## config.mk

```make
export PLATFORM = sky130hd
export DESIGN_NAME = action_queue
export DESIGN_NICKNAME = d
export VERILOG_FILES = /design/src/rtl/action_queue_pkg.sv /design/src/rtl/action_fifo.sv /design/src/rtl/action_queue.sv
export SDC_FILE = /design/constraint.sdc
export NUM_CORES = 1
export LEC_CHECK = 0
export BUFFER_PORTS_ARGS = -buffer_cell sky130_fd_sc_hd__buf_2
export CAP_MARGIN = 15
export CORE_MARGIN = 3
export CORE_UTILIZATION = 60
export CTS_CLUSTER_SIZE = 20
export DETAILED_ROUTE_END_ITERATION = 16
export GPL_TIMING_DRIVEN = 0
export HOLD_SLACK_MARGIN = 0.06
export PLACE_DENSITY = 0.78
export SLEW_MARGIN = 25
export SYNTH_ARGS = -nofsm -noshare
export SYNTH_HDL_FRONTEND = slang
export SYNTH_SLANG_ARGS = --single-unit
```

## constraint.sdc

```tcl
create_clock -name clk -period 9.7 [get_ports clk]
set_input_delay 1.94 -clock clk [delete_from_list [all_inputs] [get_ports clk]]
set_output_delay 1.94 -clock clk [all_outputs]
set_load 0.01 [all_outputs]
```

## src/rtl/action_queue_pkg.sv

```systemverilog
// Shared game-control types: state codes, action kinds in arbitration order,
// and default timing constants for the action queue.
package action_queue_pkg;

  typedef enum logic [7:0] {
    NONE       = 8'd0,
    INIT       = 8'd1,
    WAIT       = 8'd2,
    LEFT       = 8'd3,
    RIGHT      = 8'd4,
    DOWN       = 8'd5,
    DROP       = 8'd6,
    HOLD       = 8'd7,
    ROTATE     = 8'd8,
    ROTATE_REV = 8'd9,
    BAR        = 8'd10,
    GAME_OVER  = 8'd11
  } state_type;

  // Pending-bit index; lower index wins arbitration.
  typedef enum logic [2:0] {
    A_DOWN       = 3'd0,
    A_BAR        = 3'd1,
    A_DROP       = 3'd2,
    A_HOLD       = 3'd3,
    A_LEFT       = 3'd4,
    A_RIGHT      = 3'd5,
    A_ROTATE     = 3'd6,
    A_ROTATE_REV = 3'd7
  } action_t;

  localparam int ACT_NUM       = 8;
  localparam int DEF_QSIZE     = 16;
  localparam int DEF_SEC_TICK  = 25_000_000;
  localparam int DEF_COUNT_SEC = 60;
  localparam int CNT_W         = $clog2(DEF_QSIZE + 1);

  function automatic state_type action_code(input action_t a);
    state_type code;
    case (a)
      A_DOWN:       code = DOWN;
      A_BAR:        code = BAR;
      A_DROP:       code = DROP;
      A_HOLD:       code = HOLD;
      A_LEFT:       code = LEFT;
      A_RIGHT:      code = RIGHT;
      A_ROTATE:     code = ROTATE;
      A_ROTATE_REV: code = ROTATE_REV;
      default:      code = NONE;
    endcase
    return code;
  endfunction

  // Counter width for a modulo-n tick counter, never narrower than one bit.
  function automatic int tick_w(input int n);
    if (n > 1) begin
      return $clog2(n);
    end else begin
      return 1;
    end
  endfunction

endpackage

```

## src/rtl/action_fifo.sv

```systemverilog
// First-word-fall-through circular buffer of state codes with a registered
// head entry, occupancy count and synchronous flush.
module action_fifo
  import action_queue_pkg::*;
#(
  parameter int DEPTH = DEF_QSIZE,
  parameter int CW    = $clog2(DEPTH + 1)
) (
  input  logic          clk,
  input  logic          reset_n,
  input  logic          flush,
  input  logic          push,
  input  state_type     din,
  input  logic          pop,
  output state_type     dout,
  output logic          full,
  output logic          empty,
  output logic [CW-1:0] count
);

  localparam int AW = (DEPTH > 1) ? $clog2(DEPTH) : 1;

  state_type         mem_r [DEPTH];
  logic [AW-1:0]     rd_ptr_r;
  logic [AW-1:0]     wr_ptr_r;
  logic [CW-1:0]     count_r;
  state_type         head_r;

  logic              pop_s;
  logic              push_s;
  logic [AW-1:0]     rd_next_s;
  logic [AW-1:0]     wr_next_s;
  logic [CW-1:0]     count_next_s;
  state_type         head_next_s;
  logic              full_s;
  logic              empty_s;

  assign full_s  = (count_r == CW'(DEPTH));
  assign empty_s = (count_r == {CW{1'b0}});

  // Accepted pop/push, next pointers, next occupancy and next head entry.
  always_comb begin
    pop_s        = pop & ~empty_s & ~flush;
    push_s       = push & ~flush & (~full_s | pop_s);
    rd_next_s    = rd_ptr_r;
    wr_next_s    = wr_ptr_r;
    count_next_s = count_r;
    head_next_s  = NONE;
    if (flush) begin
      rd_next_s    = {AW{1'b0}};
      wr_next_s    = {AW{1'b0}};
      count_next_s = {CW{1'b0}};
    end else begin
      rd_next_s = pop_s  ? rd_ptr_r + AW'(1) : rd_ptr_r;
      wr_next_s = push_s ? wr_ptr_r + AW'(1) : wr_ptr_r;
      case ({push_s, pop_s})
        2'b10:   count_next_s = count_r + CW'(1);
        2'b01:   count_next_s = count_r - CW'(1);
        default: count_next_s = count_r;
      endcase
    end
    // The slot being written this cycle becomes the head when the queue was
    // empty, or when the single held entry is popped at the same time.
    if (count_next_s == {CW{1'b0}}) begin
      head_next_s = NONE;
    end else if (push_s && (wr_ptr_r == rd_next_s)) begin
      head_next_s = din;
    end else begin
      head_next_s = mem_r[rd_next_s];
    end
  end

  // Storage, pointers, occupancy and registered head.
  always_ff @(posedge clk or negedge reset_n) begin
    if (!reset_n) begin
      for (int i = 0; i < DEPTH; i++) begin
        mem_r[i] <= NONE;
      end
      rd_ptr_r <= {AW{1'b0}};
      wr_ptr_r <= {AW{1'b0}};
      count_r  <= {CW{1'b0}};
      head_r   <= NONE;
    end else begin
      if (push_s) begin
        mem_r[wr_ptr_r] <= din;
      end
      rd_ptr_r <= rd_next_s;
      wr_ptr_r <= wr_next_s;
      count_r  <= count_next_s;
      head_r   <= head_next_s;
    end
  end

  assign dout  = head_r;
  assign full  = full_s;
  assign empty = empty_s;
  assign count = count_r;

endmodule

```

## src/rtl/action_queue.sv

```systemverilog
// Action source for the game FSM: merges key pulses with gravity and garbage
// timers through a priority arbiter into a FWFT queue; owns the round countdown.
module action_queue
  import action_queue_pkg::*;
#(
  parameter int QSIZE     = DEF_QSIZE,
  parameter int SEC_TICK  = DEF_SEC_TICK,
  parameter int COUNT_SEC = DEF_COUNT_SEC,
  parameter int DOWN_TICK = SEC_TICK * 3,
  parameter int BAR_TICK  = SEC_TICK * 20
) (
  input  logic                           clk,
  input  logic                           reset_n,
  input  logic                           run,
  input  logic                           flush,
  input  logic [6:0]                     key_evt,
  output logic                           act_valid,
  output logic [7:0]                     act,
  input  logic                           act_ready,
  output logic [$clog2(QSIZE+1)-1:0]     count,
  output logic [$clog2(COUNT_SEC+1)-1:0] sec_left,
  output logic                           time_up
);

  localparam int CW = $clog2(QSIZE + 1);
  localparam int SW = $clog2(COUNT_SEC + 1);
  localparam int GW = tick_w(DOWN_TICK);
  localparam int BW = tick_w(BAR_TICK);
  localparam int TW = tick_w(SEC_TICK);

  logic [ACT_NUM-1:0] pending_r;
  logic [GW-1:0]      grav_cnt_r;
  logic [BW-1:0]      bar_cnt_r;
  logic [TW-1:0]      sec_cnt_r;
  logic [SW-1:0]      sec_left_r;
  logic               time_up_r;

  logic               adv_s;
  logic               down_stb_s;
  logic               bar_stb_s;
  logic               sec_stb_s;
  logic [ACT_NUM-1:0] key_req_s;
  logic [ACT_NUM-1:0] req_s;
  logic [ACT_NUM-1:0] win_onehot_s;
  logic [2:0]         win_idx_s;
  logic [ACT_NUM-1:0] pending_next_s;
  logic               can_push_s;
  logic               push_s;
  state_type          push_code_s;

  state_type          fifo_dout_s;
  logic               fifo_full_s;
  logic               fifo_empty_s;
  logic [CW-1:0]      fifo_count_s;

  assign adv_s      = run & ~time_up_r;
  assign down_stb_s = adv_s & (grav_cnt_r == GW'(DOWN_TICK - 1));
  assign bar_stb_s  = adv_s & (bar_cnt_r  == BW'(BAR_TICK - 1));
  assign sec_stb_s  = adv_s & (sec_cnt_r  == TW'(SEC_TICK - 1));

  // Key bits reordered into pending-index order; key DOWN shares the gravity bit.
  assign key_req_s = {key_evt[6], key_evt[5], key_evt[1], key_evt[0],
                      key_evt[4], key_evt[3], 1'b0,       key_evt[2]};

  assign req_s        = pending_r | key_req_s | {6'b000000, bar_stb_s, down_stb_s};
  assign win_onehot_s = req_s & (~req_s + 8'd1);
  assign can_push_s   = ~fifo_full_s | (~fifo_empty_s & act_ready);
  assign push_s       = (|req_s) & can_push_s & ~flush;
  assign push_code_s  = action_code(action_t'(win_idx_s));

  // Index of the lowest set request bit (the arbitration winner).
  always_comb begin
    win_idx_s = 3'd0;
    for (int i = 0; i < ACT_NUM; i++) begin
      win_idx_s = win_idx_s | (win_onehot_s[i] ? 3'(i) : 3'd0);
    end
  end

  // Losers and unserved requests stay pending; the winner's bit is released.
  always_comb begin
    pending_next_s = pending_r;
    if (flush) begin
      pending_next_s = {ACT_NUM{1'b0}};
    end else if (push_s) begin
      pending_next_s = req_s & ~win_onehot_s;
    end else begin
      pending_next_s = req_s;
    end
  end

  // Pending request register.
  always_ff @(posedge clk or negedge reset_n) begin
    if (!reset_n) begin
      pending_r <= {ACT_NUM{1'b0}};
    end else begin
      pending_r <= pending_next_s;
    end
  end

  // Gravity, garbage-bar and one-second tick counters; all hold while paused or timed out.
  always_ff @(posedge clk or negedge reset_n) begin
    if (!reset_n) begin
      grav_cnt_r <= {GW{1'b0}};
      bar_cnt_r  <= {BW{1'b0}};
      sec_cnt_r  <= {TW{1'b0}};
    end else if (flush) begin
      grav_cnt_r <= {GW{1'b0}};
      bar_cnt_r  <= {BW{1'b0}};
      sec_cnt_r  <= {TW{1'b0}};
    end else if (adv_s) begin
      grav_cnt_r <= down_stb_s ? {GW{1'b0}} : grav_cnt_r + GW'(1);
      bar_cnt_r  <= bar_stb_s  ? {BW{1'b0}} : bar_cnt_r  + BW'(1);
      sec_cnt_r  <= sec_stb_s  ? {TW{1'b0}} : sec_cnt_r  + TW'(1);
    end else begin
      grav_cnt_r <= grav_cnt_r;
      bar_cnt_r  <= bar_cnt_r;
      sec_cnt_r  <= sec_cnt_r;
    end
  end

  // Round countdown with sticky time-up on the step into zero.
  always_ff @(posedge clk or negedge reset_n) begin
    if (!reset_n) begin
      sec_left_r <= SW'(COUNT_SEC);
      time_up_r  <= 1'b0;
    end else if (flush) begin
      sec_left_r <= SW'(COUNT_SEC);
      time_up_r  <= 1'b0;
    end else if (sec_stb_s && (sec_left_r != {SW{1'b0}})) begin
      sec_left_r <= sec_left_r - SW'(1);
      time_up_r  <= time_up_r | (sec_left_r == SW'(1));
    end else begin
      sec_left_r <= sec_left_r;
      time_up_r  <= time_up_r;
    end
  end

  action_fifo #(
    .DEPTH (QSIZE),
    .CW    (CW)
  ) u_fifo (
    .clk     (clk),
    .reset_n (reset_n),
    .flush   (flush),
    .push    (push_s),
    .din     (push_code_s),
    .pop     (act_ready),
    .dout    (fifo_dout_s),
    .full    (fifo_full_s),
    .empty   (fifo_empty_s),
    .count   (fifo_count_s)
  );

  assign act_valid = ~fifo_empty_s;
  assign act       = fifo_dout_s;
  assign count     = fifo_count_s;
  assign sec_left  = sec_left_r;
  assign time_up   = time_up_r;

endmodule
```

==> results.ini <==
[timing]
fmax_mhz=166.3
skew_ns=0.01119
fin_crit_sh_pct=61.98
max-slew-margin-rel_pct=39.48
tightest_slew_ns=0.9063
setup_violations=0
fin_ws_ns=3.688
fin_setup_tns_ns=0
rsz0062_at_grt=false
fin_crit_ns=6.012
drv_slew=0
hold_viol=0

[worst_setup_path]
cp-start-kind=primary input
ff2ff_path_depth=18
worstSetupStartpoint=run
required_ns=9.97
cp_max_fo=9
critPathCaptureType=flop
criticalPathCategory=primary input to flop
critPathArrivalTime_ns=6.29
rr_startpoint=time_up
r2r_setup_slack_ns=4.92

[floorplanning]
start_util_pct=61.33
die_width_um=130.9
io_pins=33
core-area_um2=15260
rows=45
die_area_um2=17130
die_y_um=130.9

[global_route]
antenna_found_initial=0
grt_max_degree=97
grt_usage_pct=24.92
grt_pass1_vias=6840
grt_overflow=0
grt_pass1_wl_um=33780

[logic_synthesis]
ys.flop_type=dfrtp_1
syn_area_um2=9358
synth-edff-count=0
yosysUniqueCellTypes=72
synth_seq_cells=177
ys_seq_area_share_pct=47.39
ys_warn_count=0
syn_inst=916
syn_avg_cell_area_um2=10.22
async_flop_share_pct=100.0

[clock_tree]
post_cts_buffers=0
cts.sinks=177
htree_num_levels=4
root_buffer=clkbuf_16
clock_latency_ns=0.44
cts_resized=0
cts_buffers=17
ctsLongestPathBuffers=2
ctsHoldBuffers=0
clk_pin_slew_worst_paths_ns=0.06
cts_tree=done

[finish]
layout.cells.non_filler=1191
final_cell_area_um2=10430
mostFrequentLayoutCell=dfrtp_1
fillerInstances=1216
insertedDiodeCount=0
drive_gt1_share_pct=17.55
syn2layout_area_growth_pct=11.41
nNetsFinal=995
layout_common_cells=173 x dfrtp_1, 95 x nand2_1, 95 x nor2_1

[placed_design]
dpl_cell_area_um2=9833
place.gp.congestion=0.8532
port_buffers=28
post-dp-hpwl_um=13850
dp_slack_ns=3.327
placedCellCount=1159

[hold_path]
hold_class=flop to flop
min_from=u_fifo.mem_r[66]
hold_depth=1

[detailed_routing]
met1Wirelength_um=9323
ant_nets=0
first_pass_iters=5
remaining_drc_errors=0
top_layer_used=met4
dr_wl_met3_um=1106
route.met2.wl_um=9529
vias_per_cell=5.950
wirelength_um=20390
first_iter_violations=516
wl_per_cell_um=17.12
vias=7087

[pwr]
pwr_density_cell_nw_per_um2=197.2
ir_drop_mv=0.1357
p_leak_nw=4.624

[outcome]
run_status=complete, no violations

[run]
max-cap-violations=0

## cell type report
cell class	count	area, µm²	area share (%)
multi-input cells	690	4700	45.08
flip-flops and latches	177	4434	42.53
clock buffers	25	515.5	4.945
well taps	211	264.0	2.532
plain buffers	37	203.9	1.956
repair buffers	29	177.7	1.704
clock inverters	7	73.82	0.7081
inverters	15	56.30	0.5401
## layer usage
layer | GRT usage [%] | vias to the layer above
met4 | 8.530 | 0
li1 | - | 3374
met2 | 39.09 | 194
met5 | 0 | -
met3 | 5.366 | 37
met1 | 34.67 | 3482
## cells by family after synthesis
group / Yosys count / synth area share [%]
muxes: 101 / 11.74
buffers and inverters: 52 / 2.781
and+or+nand+nor: 364 / 19.83
DFF: 177 / 47.39
AOI/OAI and AO/OA: 137 / 9.520
other: 1 / 0.04007
xor gates and xnor gates: 68 / 6.565
adders and majority gates: 16 / 2.139
## sequential cells by signal, indices dropped and copies added (netlist names)
| name | count |
|---|---|
| u_fifo.wr_ptr_r | 4 |
| grav_cnt_r | 27 |
| u_fifo.rd_ptr_r | 4 |
| pending_r | 8 |
| bar_cnt_r | 29 |
| u_fifo.count | 5 |
| sec_left | 6 |
| sec_cnt_r | 25 |
| time_up | 1 |
| u_fifo.mem_r | 64 |
| u_fifo.dout | 4 |
## Yosys cell counts, types with 18 or more instances
library cell | n | share of area (%)
nand2_1 | 95 | 3.8
mux2_2 | 68 | 8.2
o21ai_0 | 46 | 2.5
nand3_1 | 32 | 1.7
dfrtp_1 | 173 | 46
clkbuf_1 | 19 | 0.76
and3_1 | 18 | 1.2
xnor2_1 | 23 | 2.2
nor2_1 | 96 | 3.9
nand4_1 | 27 | 1.8
mux2i_1 | 31 | 3.3
a21oi_1 | 33 | 1.8
xor2_1 | 44 | 4.1
## final timing paths
check                                        end
worst max-delay path              u_fifo.dout[0]
worst min-delay path            u_fifo.mem_r[66]
worst max register to register    u_fifo.dout[0]
worst min register to register  u_fifo.mem_r[66]
max in group asynchronous        u_fifo.mem_r[2]
min in group asynchronous          bar_cnt_r[17]
## power breakdown
group / switching, W / internal, W
logic: 0.000302 / 0.000229
clock network: 0.000281 / 0.000395
registers: 0.0000417 / 0.000809
## worst max-delay path, stage by stage
cell and delay (ns):
buf_2 0.12, nor2b_1 0.12, clkbuf_1 0.29, nand4_1 0.28, nor4_4 0.07, nor4_2 0.67
a221o_1 0.37, ha_1 0.18, clkbuf_1 0.32, xor2_1 0.22, ha_1 0.23, a21o_1 0.13
nand2_1 0.05, a21o_1 0.16, a21oi_1 0.17, xnor2_1 0.16, nor2_1 0.09, nor3_1 0.61
a21oi_1 0.12
## per-stage QoR
stage | utilization (%) | hold slack (ns) | total power [W]
5_1_grt | 68.32 | 0.5145 | 0.002152
3_3_place_gp | 64.05 | 0.4784 | 0.001363
6_report | 68.32 | 0.5030 | 0.002056
3_5_place_dp | 64.44 | 0.4873 | 0.001386
4_1_cts | 68.31 | 0.5016 | 0.002063
2_1_floorplan | - | 0.4426 | 0.001238
Note: power is estimated with default switching activity, not from simulation.
